$ cat src/rtl/spi_master_shifter.sv
// rtl/spi_master_shifter.sv - SPI master shift engine driven by external clock generator strobes
module spi_master_shifter #(
    parameter int DATA_WIDTH = 8
) (
    input  logic                  i_clk,
    input  logic                  i_reset,
    input  logic                  i_sclk,
    input  logic                  i_sclk_rise,
    input  logic                  i_sclk_fall,
    output logic                  o_clk_enable,
    input  logic                  i_start,
    input  logic                  i_cpol,
    input  logic                  i_cpha,
    input  logic [DATA_WIDTH-1:0] i_tx_data,
    input  logic                  i_miso,
    output logic                  o_sclk,
    output logic                  o_mosi,
    output logic                  o_cs_n,
    output logic                  o_busy,
    output logic [DATA_WIDTH-1:0] o_rx_data,
    output logic                  o_rx_valid
);
    localparam int CW = $clog2(DATA_WIDTH + 1);
    localparam logic [CW-1:0] LAST = CW'(DATA_WIDTH);

    typedef enum logic [1:0] {IDLE, LEAD, XFER, DONE} state_t;

    state_t                state;
    logic                  cpol_q;
    logic                  cpha_q;
    logic [DATA_WIDTH-1:0] tx_sr;
    logic [DATA_WIDTH-1:0] rx_sr;
    logic [CW-1:0]         count;
    logic [CW-1:0]         count_inc;

    assign count_inc = count + 1'b1;
    assign o_sclk    = i_sclk ^ cpol_q;

    always_ff @(posedge i_clk) begin
        if (!i_reset) begin
            state        <= IDLE;
            cpol_q       <= 1'b0;
            cpha_q       <= 1'b0;
            tx_sr        <= '0;
            rx_sr        <= '0;
            count        <= '0;
            o_cs_n       <= 1'b1;
            o_clk_enable <= 1'b0;
            o_busy       <= 1'b0;
            o_mosi       <= 1'b0;
            o_rx_data    <= '0;
            o_rx_valid   <= 1'b0;
        end else begin
            o_rx_valid <= 1'b0;
            case (state)
                IDLE: begin
                    if (i_start) begin
                        cpol_q <= i_cpol;
                        cpha_q <= i_cpha;
                        o_cs_n <= 1'b0;
                        o_busy <= 1'b1;
                        count  <= '0;
                        // cpha=0 presents the MSB before the first edge, so it leaves the shifter now
                        if (i_cpha) begin
                            tx_sr <= i_tx_data;
                        end else begin
                            tx_sr  <= {i_tx_data[DATA_WIDTH-2:0], 1'b0};
                            o_mosi <= i_tx_data[DATA_WIDTH-1];
                        end
                        state <= LEAD;
                    end
                end
                LEAD: begin
                    o_clk_enable <= 1'b1;
                    state        <= XFER;
                end
                XFER: begin
                    if (i_sclk_rise) begin
                        if (!cpha_q) begin
                            rx_sr <= {rx_sr[DATA_WIDTH-2:0], i_miso};
                            count <= count_inc;
                        end else begin
                            o_mosi <= tx_sr[DATA_WIDTH-1];
                            tx_sr  <= tx_sr << 1;
                        end
                    end else if (i_sclk_fall) begin
                        if (cpha_q) begin
                            rx_sr <= {rx_sr[DATA_WIDTH-2:0], i_miso};
                            count <= count_inc;
                        end else if (count < LAST) begin
                            o_mosi <= tx_sr[DATA_WIDTH-1];
                            tx_sr  <= tx_sr << 1;
                        end
                        if ((cpha_q ? count_inc : count) == LAST) begin
                            o_clk_enable <= 1'b0;
                            state        <= DONE;
                        end
                    end
                end
                DONE: begin
                    o_rx_data  <= rx_sr;
                    o_rx_valid <= 1'b1;
                    o_cs_n     <= 1'b1;
                    o_busy     <= 1'b0;
                    state      <= IDLE;
                end
                default: state <= IDLE;
            endcase
        end
    end
endmodule
$ cat config.mk
export PLATFORM = sky130hd
export DESIGN_NAME = spi_master_shifter
export DESIGN_NICKNAME = d
export VERILOG_FILES = /design/src/rtl/spi_master_shifter.sv
export SDC_FILE = /design/constraint.sdc
export NUM_CORES = 1
export LEC_CHECK = 0
export ABC_AREA = 0
export ABC_CLOCK_PERIOD_IN_PS = 1620
export CAP_MARGIN = 10
export CORE_MARGIN = 5
export CORE_UTILIZATION = 47
export CTS_CLUSTER_SIZE = 20
export DETAILED_ROUTE_END_ITERATION = 10
export PLACE_DENSITY_LB_ADDON = 0.08
export REMOVE_ABC_BUFFERS = 1
export SYNTH_ARGS = -nofsm -noshare
export SYNTH_HDL_FRONTEND = slang
export SYNTH_SLANG_ARGS = --single-unit
$ cat constraint.sdc
create_clock -name i_clk -period 1.62 [get_ports i_clk]
set_input_delay 0.324 -clock i_clk [delete_from_list [all_inputs] [get_ports i_clk]]
set_output_delay 0.324 -clock i_clk [all_outputs]
set_load 0.03 [all_outputs]
==> results by group <==
Timing
  • Final Hold Viols: 0
  • Slew at the pin closest to its max-slew limit: 318 ps
  • Crit share post-route: 95.2%
  • Final setup violation count: 0
  • Slew margin rel.: 78.8%
  • Fmax: 0.648 GHz
  • Final worst slack: 77.9 ps
  • Minimum clock period: 1540 ps
  • Max-slew violations: 0
  • Clock Skew: 6.06 ps

Clock network
  • TritonCTS clock tree: yes
  • Clock latency on the worst-skew pair: 290 ps
  • Longest Clk Path Bufs: 2
  • Clock transition at path regs: 70 ps
  • Root buf cell: clkbuf_8
  • Cts bufs inserted: 5
  • CTS Sinks: 37
  • H-tree depth: 2

Critical path
  • Family with the most delay on the worst path: simple AND/OR/NAND/NOR gates
  • Critical path launch point type: flop
  • Crit path largest cell delay: 350 ps
  • Worst path cell trace: inv_1, ha_1, nor2b_2, buf_4, a21oi_1, nand4b_2, mux2i_1
  • Buffers and inverters on the worst path: 2
  • Setup crit end kind: flop
  • Crit path kind: reg2reg
  • CP Data Required Time: 1790 ps
  • Worst Path Max Fanout: 5
  • CP arrival: 1720 ps
  • Worst path slowest cell: dfxtp_2

Place
  • Port Buffer Count: 30
  • Post-Place Worst Slack: -415 ps
  • Placer congestion estimate: 0.847
  • Dpl hpwl: 3060 um

Die
  • Starting Density: 47.8%
  • Die height: 73.1 um
  • Die ar.: 5340 um2
  • I/O pin total: 31
  • Cell row count: 23
  • Die width: 73.1 um
  • Core region area: 3910 um2

Drt
  • DR DRC count: 0
  • Total Wirelength: 4180 um
  • DR vias: 1697
  • Antenna-violating nets left: 0
  • Met3 wire length: 164 um
  • DR iter-0 viols: 179
  • DRT Pass-1 Iters: 4
  • DRT met1 WL: 2040 um
  • Vias per inst: 5.17
  • WL met2: 1960 um
  • Top layer in use: met4
  • Avg WL per Cell: 12.7 um

GRT
  • Initial antenna violation count: 0
  • Largest net degree at the start of global routing: 28
  • First-pass GRT wire length: 7450 um
  • Total grt overflow: 0
  • Vias in the first global route: 1568
  • GRT Total Usage: 17.6%

Logic synthesis
  • Yosys warning total: 0
  • Register area share after synthesis: 39.6%
  • Post-Synthesis Cells: 223
  • Mapped Area: 1870 um2
  • FF+latch count, synth: 37
  • Syn avg cell area: 8.38 um2
  • Synth cell types: 35

Finish
  • Layout fillers: 362
  • Synth-to-Final Area Change: 38.5%
  • Layout Nets: 302
  • Share of cells above drive strength 1: 21.2%
  • Storage element area: 743 um2
  • Ant. Diodes: 0
  • Area of the multi-input gates: 1090 um2
  • Finished Core Util: 66.1%

Min path
  • Min-Delay Path Class: reg2reg

Pwr
  • Leakage: 1.10 nW
  • Maximum vdd drop: 0.675 mV
  • Pwr Density: 1290 nW/um2
  • Total power: 0.00334 W

Run
  • Max_cap viols: 0

Run status
  • Status: finished clean
[placed cells by master (no fill, tap or decap), types with 6 or more instances in the layout]
| cell type | instances |
|---|---|
| nand2_1 | 40 |
| o21ai_0 | 23 |
| dfxtp_1 | 35 |
| mux2i_1 | 24 |
| ha_1 | 6 |
| dlygate4sd2_1 | 13 |
| clkdlybuf4s50_1 | 15 |
| clkbuf_8 | 6 |
| nor2_1 | 14 |
| buf_4 | 27 |
| a21oi_1 | 20 |
[Yosys cell counts (all sizes together)]
cell	count	share of area [%]
clkbuf	9	1.8
and2	1	0.33
nor2b	4	1.3
dfxtp	37	40
or4	1	0.60
a21oi	20	5.4
or3	1	0.33
nand3	4	1.1
xor2	3	1.4
nor4	2	0.67
o311ai	1	0.87
inv	5	1.0
a31o	1	0.47
ha	8	5.4
a211oi	2	0.80
nand2	41	8.2
o21a	1	0.40
o21ba	1	0.54
nor2	15	3.1
o21ai	24	6.4
nor3	1	0.27
nand4b	1	0.80
buf	4	1.2
a22o	1	0.47
nand2b	2	0.67
nand3b	2	0.80
o31ai	1	0.40
o2111ai	1	0.47
nand4	1	0.33
a31oi	1	0.33
mux2	1	0.60
nor4b	1	0.47
mux2i	25	13
[sequential cells by signal, indices dropped and copies added (netlist names)]
| name | cells |
|---|---|
| o_rx_data | 8 |
| cpha_q | 1 |
| count | 4 |
| tx_sr | 8 |
| o_rx_valid | 1 |
| o_mosi | 1 |
| o_cs_n | 1 |
| cpol_q | 1 |
| o_clk_enable | 1 |
| rx_sr | 8 |
| state | 2 |
| o_busy | 1 |
[routing by layer]
layer / GRT usage (%) / vias up
met4: 4.30 / 0
met1: 25.3 / 789
met3: 4.68 / 4
met5: 0 / -
met2: 26.2 / 24
li1: - / 880
[logic make-up (layout without fill, tap and decap cells)]
group,after synthesis,count (layout),share of synthesized area [%]
buffers and inverters,18,73,4.02
and+or+nand+nor,77,77,19.1
DFF,37,37,39.6
adders and majority gates,8,8,5.35
muxes,26,26,14.0
AOI/OAI and AO/OA,54,54,16.5
xor gates and xnor gates,3,3,1.41
[worst paths after layout]
| path | start | to | slack [ps] | cells past startpoint |
|---|---|---|---|---|
| worst max-delay path | state[1] | state[1] | 80 | 7 |
| worst min register to register | tx_sr[7] | tx_sr[7] | 460 | 2 |
| worst min-delay path | tx_sr[7] | tx_sr[7] | 460 | 2 |
| worst max register to register | state[1] | state[1] | 80 | 7 |
[worst register-to-register path: stages (launching register included)]
cell      delay (ps)
dfxtp_2          350
inv_1             70
ha_1             200
nor2b_2          200
buf_4            160
a21oi_1          150
nand4b_2         160
mux2i_1          150
[report_power, final]
part,switching [W],internal [W]
Sequential,0.0000713,0.00104
Combinational,0.000717,0.000692
Clock,0.000323,0.000500
[final cells by class]
type / instances / area share (%)
Clock buffer: 6 / 3.19
Clock inverter: 2 / 1.45
Inverter: 5 / 0.725
Multi-Input combinational cell: 168 / 42.2
Sequential cell: 37 / 28.7
Tap cell: 50 / 2.42
Timing Repair Buffer: 60 / 21.3
[what timing repair did]
item / in CTS / in global routing
buffers inserted: 0 / 1
endpoints found under the setup margin: 27 / 23
pin swaps: 0 / 1
hold buffers: 0 / 0
gates resized for setup: 18 / 11
[metrics by stage]
| stage | setup TNS (ps) | cells | hold slack (ps) | area (um2) |
|---|---|---|---|---|
| after global placement | -6810 | 319 | 445 | 2430 |
| final | 0 | 328 | 462 | 2590 |
| after global routing | -86.5 | 328 | 487 | 2590 |
| after CTS | 0 | 327 | 466 | 2550 |
| after floorplan | -6700 | 210 | 400 | 1810 |
| after detailed placement | -7340 | 319 | 455 | 2430 |
(Power assumes the default switching activity.)
